## src/rtl/rv32_instr_encoder_pkg.sv

```systemverilog
// Purpose : shared constants for the RV32I instruction encoder (op-kind codes,
//           major opcodes, shift funct3 values) and the loader FSM state type.
// Ports   : none (package).
package rv32_instr_encoder_pkg;

    // Descriptor kind codes carried on i_op_kind; 9..15 are illegal.
    localparam logic [3:0] OPKIND_ALU_R  = 4'd0;
    localparam logic [3:0] OPKIND_ALU_I  = 4'd1;
    localparam logic [3:0] OPKIND_LOAD   = 4'd2;
    localparam logic [3:0] OPKIND_STORE  = 4'd3;
    localparam logic [3:0] OPKIND_BRANCH = 4'd4;
    localparam logic [3:0] OPKIND_JAL    = 4'd5;
    localparam logic [3:0] OPKIND_JALR   = 4'd6;
    localparam logic [3:0] OPKIND_LUI    = 4'd7;
    localparam logic [3:0] OPKIND_AUIPC  = 4'd8;

    // RV32I major opcodes.
    localparam logic [6:0] OPCODE_OP     = 7'b0110011;
    localparam logic [6:0] OPCODE_OP_IMM = 7'b0010011;
    localparam logic [6:0] OPCODE_LOAD   = 7'b0000011;
    localparam logic [6:0] OPCODE_STORE  = 7'b0100011;
    localparam logic [6:0] OPCODE_BRANCH = 7'b1100011;
    localparam logic [6:0] OPCODE_JAL    = 7'b1101111;
    localparam logic [6:0] OPCODE_JALR   = 7'b1100111;
    localparam logic [6:0] OPCODE_LUI    = 7'b0110111;
    localparam logic [6:0] OPCODE_AUIPC  = 7'b0010111;

    // Immediate-shift funct3 values (SLLI, SRLI/SRAI).
    localparam logic [2:0] FUNCT3_SLL     = 3'b001;
    localparam logic [2:0] FUNCT3_SRL_SRA = 3'b101;

    typedef enum logic [1:0] {
        ST_IDLE,
        ST_RUN,
        ST_DONE,
        ST_ERROR
    } enc_state_e;

endpackage

```

## src/rtl/rv32_imm_packer.sv

```systemverilog
// Purpose : combinational RV32I packer: kind + fields + immediate -> 32-bit word,
//           plus illegal-kind and immediate-range violation flags.
// Ports   : kind_i, funct3_i, alt_i, rd_i, rs1_i, rs2_i, imm_i -> word_o, illegal_o, range_err_o.
// Config  : ENCODER_RANGE_CHECK_EN enables immediate range checking; otherwise
//           immediates are truncated to their fields and range_err_o is 0.
module rv32_imm_packer
    import rv32_instr_encoder_pkg::*;
(
    input  logic [3:0]  kind_i,
    input  logic [2:0]  funct3_i,
    input  logic        alt_i,
    input  logic [4:0]  rd_i,
    input  logic [4:0]  rs1_i,
    input  logic [4:0]  rs2_i,
    input  logic [31:0] imm_i,
    output logic [31:0] word_o,
    output logic        illegal_o,
    output logic        range_err_o
);

    logic is_shift;
    assign is_shift = (funct3_i == FUNCT3_SLL) || (funct3_i == FUNCT3_SRL_SRA);

    always_comb begin
        word_o    = 32'h0;
        illegal_o = 1'b0;
        case (kind_i)
            OPKIND_ALU_R:  word_o = {1'b0, alt_i, 5'b0, rs2_i, rs1_i, funct3_i, rd_i, OPCODE_OP};
            OPKIND_ALU_I: begin
                // Shifts reuse the top of the I immediate as funct7 (SRAI alt bit).
                if (is_shift)
                    word_o = {1'b0, alt_i, 5'b0, imm_i[4:0], rs1_i, funct3_i, rd_i, OPCODE_OP_IMM};
                else
                    word_o = {imm_i[11:0], rs1_i, funct3_i, rd_i, OPCODE_OP_IMM};
            end
            OPKIND_LOAD:   word_o = {imm_i[11:0], rs1_i, funct3_i, rd_i, OPCODE_LOAD};
            OPKIND_STORE:  word_o = {imm_i[11:5], rs2_i, rs1_i, funct3_i, imm_i[4:0], OPCODE_STORE};
            OPKIND_BRANCH: word_o = {imm_i[12], imm_i[10:5], rs2_i, rs1_i, funct3_i,
                                     imm_i[4:1], imm_i[11], OPCODE_BRANCH};
            OPKIND_JAL:    word_o = {imm_i[20], imm_i[10:1], imm_i[11], imm_i[19:12], rd_i, OPCODE_JAL};
            OPKIND_JALR:   word_o = {imm_i[11:0], rs1_i, funct3_i, rd_i, OPCODE_JALR};
            OPKIND_LUI:    word_o = {imm_i[19:0], rd_i, OPCODE_LUI};
            OPKIND_AUIPC:  word_o = {imm_i[19:0], rd_i, OPCODE_AUIPC};
            default:       illegal_o = 1'b1;
        endcase
    end

`ifdef ENCODER_RANGE_CHECK_EN
    // A value fits N signed bits when bits [31:N-1] are all copies of the sign.
    logic fit12, fit13, fit21;
    assign fit12 = (&imm_i[31:11]) | ~(|imm_i[31:11]);
    assign fit13 = (&imm_i[31:12]) | ~(|imm_i[31:12]);
    assign fit21 = (&imm_i[31:20]) | ~(|imm_i[31:20]);

    always_comb begin
        range_err_o = 1'b0;
        case (kind_i)
            OPKIND_ALU_I:  range_err_o = is_shift ? (|imm_i[31:5]) : ~fit12;
            OPKIND_LOAD,
            OPKIND_STORE,
            OPKIND_JALR:   range_err_o = ~fit12;
            OPKIND_BRANCH: range_err_o = ~fit13 | imm_i[0];
            OPKIND_JAL:    range_err_o = ~fit21 | imm_i[0];
            default:       range_err_o = 1'b0;
        endcase
    end
`else
    // Upper immediate bits are simply truncated away in this build.
    logic unused_imm_hi;
    assign unused_imm_hi = ^imm_i[31:21];
    assign range_err_o   = 1'b0;
`endif

endmodule

```

## src/rtl/rv32_instr_encoder.sv

```systemverilog
// Purpose : streaming RV32I encoder/loader; accepts descriptors over valid/ready
//           and writes packed words to consecutive I_MEM byte addresses.
// Ports   : i_clk/i_rst (sync, active-high), i_start/i_base_addr session control,
//           i_op_* descriptor handshake, o_imem_* write port, o_busy/o_done/o_error/o_count status.
// Config  : ENCODER_RANGE_CHECK_EN (in rv32_imm_packer) turns immediate violations into errors.
module rv32_instr_encoder
    import rv32_instr_encoder_pkg::*;
#(
    parameter int DEPTH  = 256,
    parameter int ADDR_W = 32
) (
    input  logic                   i_clk,
    input  logic                   i_rst,
    input  logic                   i_start,
    input  logic [ADDR_W-1:0]      i_base_addr,
    input  logic                   i_op_valid,
    output logic                   o_op_ready,
    input  logic [3:0]             i_op_kind,
    input  logic [2:0]             i_funct3,
    input  logic                   i_alt,
    input  logic [4:0]             i_rd,
    input  logic [4:0]             i_rs1,
    input  logic [4:0]             i_rs2,
    input  logic [31:0]            i_imm,
    input  logic                   i_last,
    output logic                   o_imem_we,
    output logic [ADDR_W-1:0]      o_imem_addr,
    output logic [31:0]            o_imem_wdata,
    output logic                   o_busy,
    output logic                   o_done,
    output logic                   o_error,
    output logic [$clog2(DEPTH):0] o_count
);

    localparam int CNT_W = $clog2(DEPTH) + 1;

    enc_state_e        state_q, state_d;
    logic [ADDR_W-1:0] ptr_q, ptr_d;
    logic [CNT_W-1:0]  count_q, count_d;
    logic              we_q, we_d;
    logic [ADDR_W-1:0] addr_q, addr_d;
    logic [31:0]       wdata_q, wdata_d;
    logic              last_q, last_d;
    logic              done_q, done_d;
    logic              err_q, err_d;

    logic [31:0] word;
    logic        illegal, range_err, xfer, full;

    logic [1:0] unused_base_lo;
    assign unused_base_lo = i_base_addr[1:0];

    rv32_imm_packer u_packer (
        .kind_i      (i_op_kind),
        .funct3_i    (i_funct3),
        .alt_i       (i_alt),
        .rd_i        (i_rd),
        .rs1_i       (i_rs1),
        .rs2_i       (i_rs2),
        .imm_i       (i_imm),
        .word_o      (word),
        .illegal_o   (illegal),
        .range_err_o (range_err)
    );

    assign xfer = i_op_valid && (state_q == ST_RUN);
    assign full = (count_q == CNT_W'(DEPTH));

    always_comb begin
        state_d = state_q;
        ptr_d   = ptr_q;
        count_d = count_q;
        we_d    = 1'b0;
        addr_d  = addr_q;
        wdata_d = wdata_q;
        last_d  = 1'b0;
        // Done fires the cycle after the write that carried i_last.
        done_d  = we_q && last_q;
        err_d   = err_q;
        case (state_q)
            ST_RUN: begin
                if (xfer) begin
                    if (illegal || range_err || full) begin
                        state_d = ST_ERROR;
                        err_d   = 1'b1;
                    end else begin
                        we_d    = 1'b1;
                        addr_d  = ptr_q;
                        wdata_d = word;
                        ptr_d   = ptr_q + ADDR_W'(4);
                        count_d = count_q + CNT_W'(1);
                        last_d  = i_last;
                        if (i_last)
                            state_d = ST_DONE;
                    end
                end
            end
            default: begin
                if (i_start) begin
                    state_d = ST_RUN;
                    err_d   = 1'b0;
                    count_d = '0;
                    ptr_d   = {i_base_addr[ADDR_W-1:2], 2'b00};
                end
            end
        endcase
    end

    always_ff @(posedge i_clk) begin
        if (i_rst) begin
            state_q <= ST_IDLE;
            ptr_q   <= '0;
            count_q <= '0;
            we_q    <= 1'b0;
            addr_q  <= '0;
            wdata_q <= '0;
            last_q  <= 1'b0;
            done_q  <= 1'b0;
            err_q   <= 1'b0;
        end else begin
            state_q <= state_d;
            ptr_q   <= ptr_d;
            count_q <= count_d;
            we_q    <= we_d;
            addr_q  <= addr_d;
            wdata_q <= wdata_d;
            last_q  <= last_d;
            done_q  <= done_d;
            err_q   <= err_d;
        end
    end

    assign o_op_ready   = (state_q == ST_RUN);
    assign o_busy       = (state_q == ST_RUN);
    assign o_imem_we    = we_q;
    assign o_imem_addr  = addr_q;
    assign o_imem_wdata = wdata_q;
    assign o_done       = done_q;
    assign o_error      = err_q;
    assign o_count      = count_q;

endmodule
```

## config.mk

```make
export PLATFORM = sky130hd
export DESIGN_NAME = rv32_instr_encoder
export DESIGN_NICKNAME = d
export VERILOG_FILES = /design/src/rtl/rv32_instr_encoder_pkg.sv /design/src/rtl/rv32_imm_packer.sv /design/src/rtl/rv32_instr_encoder.sv
export SDC_FILE = /design/constraint.sdc
export NUM_CORES = 1
export LEC_CHECK = 0
export CAP_MARGIN = 0
export CORE_MARGIN = 4
export CORE_UTILIZATION = 52
export DETAILED_ROUTE_END_ITERATION = 8
export PLACE_DENSITY = 0.94
export SLEW_MARGIN = 20
export SYNTH_ARGS = -nofsm -noshare
export SYNTH_HDL_FRONTEND = slang
export SYNTH_HIERARCHICAL = 1
export SYNTH_SLANG_ARGS = --single-unit
```

## constraint.sdc

```tcl
create_clock -name i_clk -period 3.7 [get_ports i_clk]
set_input_delay 0.37 -clock i_clk [delete_from_list [all_inputs] [get_ports i_clk]]
set_output_delay 0.37 -clock i_clk [all_outputs]
set_load 0.02 [all_outputs]
```

* Word level (Yosys, flattened, before mapping) *
Index checks and enable logic that the tools add are counted.

word-level totals
  register bits after elaboration = 111
  latch bits = 0
  bits in writable memories = 0
  bits in read-only memories = 0
  bits of input ports = 92
  output and inout bits = 78
  logic and storage cells = 64
  memories kept = 0

cells by class
  $add $sub $neg = 2
  multiply operators = 0
  divide/modulo/power cells = 0
  order comparisons = 0
  equality and inequality tests = 16
  shifts and indexed selects = 0
  multiplexer cells = 21
  bitwise logic cells = 3
  reduce and logical (&&, ||, !) cells = 13

operators with widths
  operator                                                number
  one-hot mux 32 bit (9 select lines)                     1
  two-way mux 32 bit                                      5
  two-way mux 9 bit                                       4
  adder 32 x 3 -> 32 bit (second input constant)          1
  == test 4 x 3 -> 1 bit (second input constant)          4
  AND reduction 3 bit                                     4
  two-way mux 2 bit                                       5
  adder 9 x 1 -> 9 bit (second input constant)            1
  == test 9 bit (second input constant)                   1
  OR reduction 9 bit                                      1
  == test 4 x 2 -> 1 bit (second input constant)          2
  two-way mux 1 bit                                       6
  == test 4 x 1 -> 1 bit (second input constant)          1
  == test 4 bit (second input constant)                   1
  logical NOT 4 bit                                       1
  inequality test 2 x 1 -> 1 bit (second input constant)  2
  OR reduction 4 bit                                      1
  == test 3 x 1 -> 1 bit (second input constant)          1
  == test 3 bit (second input constant)                   1
  inequality test 3 x 2 -> 1 bit (second input constant)  1
  inverter 1 bit                                          3
  OR reduction 3 bit                                      1
  == test 2 x 1 -> 1 bit (second input constant)          1
  logical AND 1 bit                                       2
  other kinds (3)                                         4

* Depth between registers and ports, before layout *
  word-level depth = 7
  depth in mapped cells = 11
  gate-level depth less buffers = 7

* Hierarchy *
Netlist, hierarchy kept.

by module, submodules not included
  module              times used  cells each  area each (µm²)  seq. area each (µm²)
  rv32_instr_encoder  1           621         4864.7           2142.1
  rv32_imm_packer     1           130         853.3            0.0

* Worst setup path after synthesis *
No wires, ideal clock.

  kind = input to register
  start point = input port i_op_kind[1]
  end point = register count_q[7] (netlist: o_count[7])
  library setup time = 123 ps
  data arrival time = 2244 ps
  required time = 3577 ps
  setup slack = 1332 ps
  stages = 9
  buffers on the path = 3
  cell sequence = buf_2 > buf_2 > nor3_2 > nor2_1 > a2111o_1 > buf_4 > nor3_2 > nand3_1 > mux2_1

on the way
  word-level cells in the longest chain between the ends = 6
  elaborated cells between the ends (all ways) = 14
  those cells by class = eq/ne: 9; mux: 1; reduce/logical: 4

ends and longest elaborated chain
  item                                            line                       text
  from (decl)                                     rv32_instr_encoder.sv:18   input logic [3:0] i_op_kind,
  == test 4 x 2 -> 1 bit (tied with other cells)  rv32_imm_packer.sv:27      case (kind_i)
  OR reduction 9 bit (no line) (*)                -
  two-way mux 1 bit (*)                           rv32_imm_packer.sv:27
  via illegal                                     rv32_instr_encoder.sv:48   logic illegal, range_err, xfer, full;
  logical OR 1 bit (*)                            rv32_instr_encoder.sv:83   if (illegal || range_err || full) begin
  inequality test 2 bit (no line) (*)             -
  AND reduction 3 bit (no line) (*)               -
  to (signal assigned)                            rv32_instr_encoder.sv:123  count_q <= count_d;
  to (decl)                                       rv32_instr_encoder.sv:39   logic [CNT_W-1:0] count_q, count_d;

The timed path passes the listed nets; every way through them passes the cells marked *.
A chain may end at the register's enable or synchronous reset.

* Worst setup path in the final report *
  start point = input port i_op_kind[0]
  end point = register ptr_q[26]

on the way
  word-level cells in the longest chain between the ends = 6
  elaborated cells between the ends (all ways) = 14
  those cells by class = eq/ne: 9; mux: 1; reduce/logical: 4

ends and longest elaborated chain
  item                                            line                       text
  == test 4 x 2 -> 1 bit (tied with other cells)  rv32_imm_packer.sv:27
  OR reduction 9 bit (no line) (*)                -
  two-way mux 1 bit (*)                           rv32_imm_packer.sv:27
  via illegal                                     rv32_instr_encoder.sv:48
  logical OR 1 bit (*)                            rv32_instr_encoder.sv:83
  inequality test 2 bit (no line) (*)             -
  AND reduction 3 bit (no line) (*)               -
  to (signal assigned)                            rv32_instr_encoder.sv:122  ptr_q <= ptr_d;
  to (decl)                                       rv32_instr_encoder.sv:38   logic [ADDR_W-1:0] ptr_q, ptr_d;

Marks and branches as above.

==> impl_metrics.ini <==
[synthesis]
ys_seq_area_frac = 0.375
synth.most_common_cell = nand2_1
synth.cells.most_frequent = nand2_1, dfxtp_1, a21oi_1, nor2_1, o21ai_0
async_flop_share = 0
yosys_warnings = 6
yosys.area.top_type = dfxtp_1
netlist.area_leader.share = 0.375
synth-seq-cells = 107
synth_ff_type = dfxtp_1
synth_edf_count = 0
syn_area_per_cell_um2 = 7.61
synthTopCellsByArea = dfxtp_1, nand2_1, a21oi_1
syn_area_um2 = 5720
ys_types = 79
synth_cells = 751

[floorplanning]
initial_core_util = 0.530
die_height_um = 113
row_count = 38
die-area_um2 = 12700
die_w_um = 113
core_um2 = 10800
io_pins = 170

[clock_tree]
clock-sinks = 107
htree_levels = 3
cts_resized = 0
cts.clk_slew.worst_paths_ns = 0.10
cts_root_buf = clkbuf_8
numCtsBuffers = 9
insertion_delay_ns = 0.37
cts_tree = built
clockBufferDepth = 2
ctsHoldBuffers = 0
cts_setup_buffers = 0

[timing]
drv_slew = 0
maxClockFrequency_ghz = 0.378
hold_viol_final = 0
worstMarginPinSlew_ns = 0.719
rsz0062_at_grt = no
max_slew_margin = 0.519
setup_tns_ns = 0
setup_violations = 0
finClkSkew_ns = 0.0192
period_needed_ns = 2.65
post-route-period-util = 0.716
finalHoldWorstSlack_ns = 0.458
setup_ws_ns = 1.05

[pwr]
internal_power_mw = 1.74
pwr-share-clk = 0.307
switching_share = 0.294
pwr-share-seq = 0.509
vdd_drop_max_uv = 188
power.net_switching_mw = 0.723
power_leakage_nw = 2.58
finalPower_mw = 2.46
p_per_area_nw_per_um2 = 330
combinationalPowerShare = 0.184

[routing]
viasPerCell = 6.00
wirelength_um = 17100
remaining_drc_errors = 0
dr.pass1.iters = 5
ant_nets = 0
drt_iter0_drc = 692
avgRoutedWirePerCell_um = 16.9
vias = 6081

[place]
place_ws_ns = 0.711
hpwl_um = 12100
port_buffers = 154
gp_congestion = 0.962

[min_path]
hold_depth = 2
hold_class = reg2reg

[finish]
n_antenna_cell = 0
layout-drive-gt1-share = 0.0619
fin_nets = 963
fill_cells = 915
syn_to_final_growth_pct = 30.5

[global_route]
met2_usage = 0.390
grt_util_all_layers = 0.262
overflow = 0
grt_max_degree = 70
top_usage_layer = met2
use_met1 = 0.371
grt_pass1_vias = 5633
grt_first_pass_wirelength_um = 27700
grt_antenna_before_repair = 0
gr-usage-met3 = 0.0449

[critical_path]
worstSetupEndpointType = register
startpoint_type = input port
cpMaxStageDelayCell = a2111o_2
cp_common_cell = buf_4
crit_path_max_incr_delay_ns = 0.67
cp_num_cells = 9
crit_chain = clkdlybuf4s50_1 -> nor3_2 -> buf_4 -> nor2_1 -> a2111o_2 -> nand2_1 -> buf_4 -> o221ai_1 -> nor3_1
crit_family = buffers and inverters
worst-path-buf-inv = 3
worstPathMaxFanout = 27
critPathKind = in2reg
r2r_cells = 8
cp_data_required_time_ns = 3.98
worstPathArrival_ns = 2.92

[status]
status = finished clean

[flow_run]
maxCapViolCount = 0
[kinds of logic after synthesis]
logic type                 share of synthesized area
adders and majority gates                    0.00657
xor gates and xnor gates                     0.00306
muxes                                         0.0127
buffers and inverters                         0.0670
DFF                                            0.375
and+or+nand+nor                                0.279
other                                        0.00131
AOI/OAI and AO/OA                              0.256
[worst min-delay path, cell delays in order, from the launching register on]
cell and delay [ns]:
dfxtp_1 0.32, nand2_1 0.05, a21oi_1 0.05
[layout by cell type, fill, tap and decap left out, types with 12 or more instances in the layout]
cell type / netlist / layout
nor3_1: 16 / 16
nand3_1: 25 / 25
buf_4: 10 / 15
inv_1: 18 / 18
nor2_1: 35 / 35
dfxtp_1: 107 / 107
a211oi_1: 12 / 12
a21oi_1: 90 / 90
clkdlybuf4s50_1: 0 / 153
o21ai_0: 32 / 32
nand2_1: 170 / 170
[per-stage QoR]
stage | cell area, um2 | std cells | utilization
after global routing | 7460 | 1013 | 0.692
final | 7460 | 1013 | 0.692
after global placement | 7250 | 997 | 0.672
after CTS | 7460 | 1013 | 0.692
after detailed placement | 7250 | 997 | 0.672
after floorplan | 5720 | 752 | -
[final cells by class]
class                      instances  area, um2  area share
clock buffer                      10        138      0.0184
clock inverter                     6       72.6     0.00972
inverter                          19       71.3     0.00956
multi-input combinational        562       3200       0.429
sequential                       107       2140       0.287
tap                              140        175      0.0235
timing repair buffer             169       1660       0.223
[path summary, 6_finish.rpt]
kind / start / endpoint / slack [ns]
worst max-delay path: i_op_kind[0] / ptr_q[26]$_SDFFE_PP0P_ / 1.05
worst min register to register: o_imem_wdata[10]$_SDFFE_PP0P_ / o_imem_wdata[10]$_SDFFE_PP0P_ / 0.46
worst min-delay path: o_imem_wdata[10]$_SDFFE_PP0P_ / o_imem_wdata[10]$_SDFFE_PP0P_ / 0.46
worst max register to register: o_count[0]$_SDFFE_PP0P_ / ptr_q[26]$_SDFFE_PP0P_ / 1.08
[power groups by stage]
stage                     Combinational [mW]  Sequential (mW)  Clock [mW]
after CTS                              0.448             1.25       0.769
after global routing                   0.495             1.26       0.818
after detailed placement               0.445             1.28           0
after global placement                 0.438             1.28           0
final                                  0.454             1.25       0.756
after floorplan                        0.272             1.27           0
[metal layers]
metal / up-vias / wire (um)
li1: 2921 / -
met1: 2769 / 7340
met2: 332 / 7680
met3: 59 / 1320
met4: 0 / 745
met5: - / 0
[state kept, by name, summed over array words and instances, names as in the netlist]
signal	cells
o_count	9
o_imem_addr	30
state_q	2
last_q	1
o_imem_wdata	32
o_done	1
ptr_q	30
o_imem_we	1
o_error	1
No activity file was read; power rests on OpenSTA's default activity.
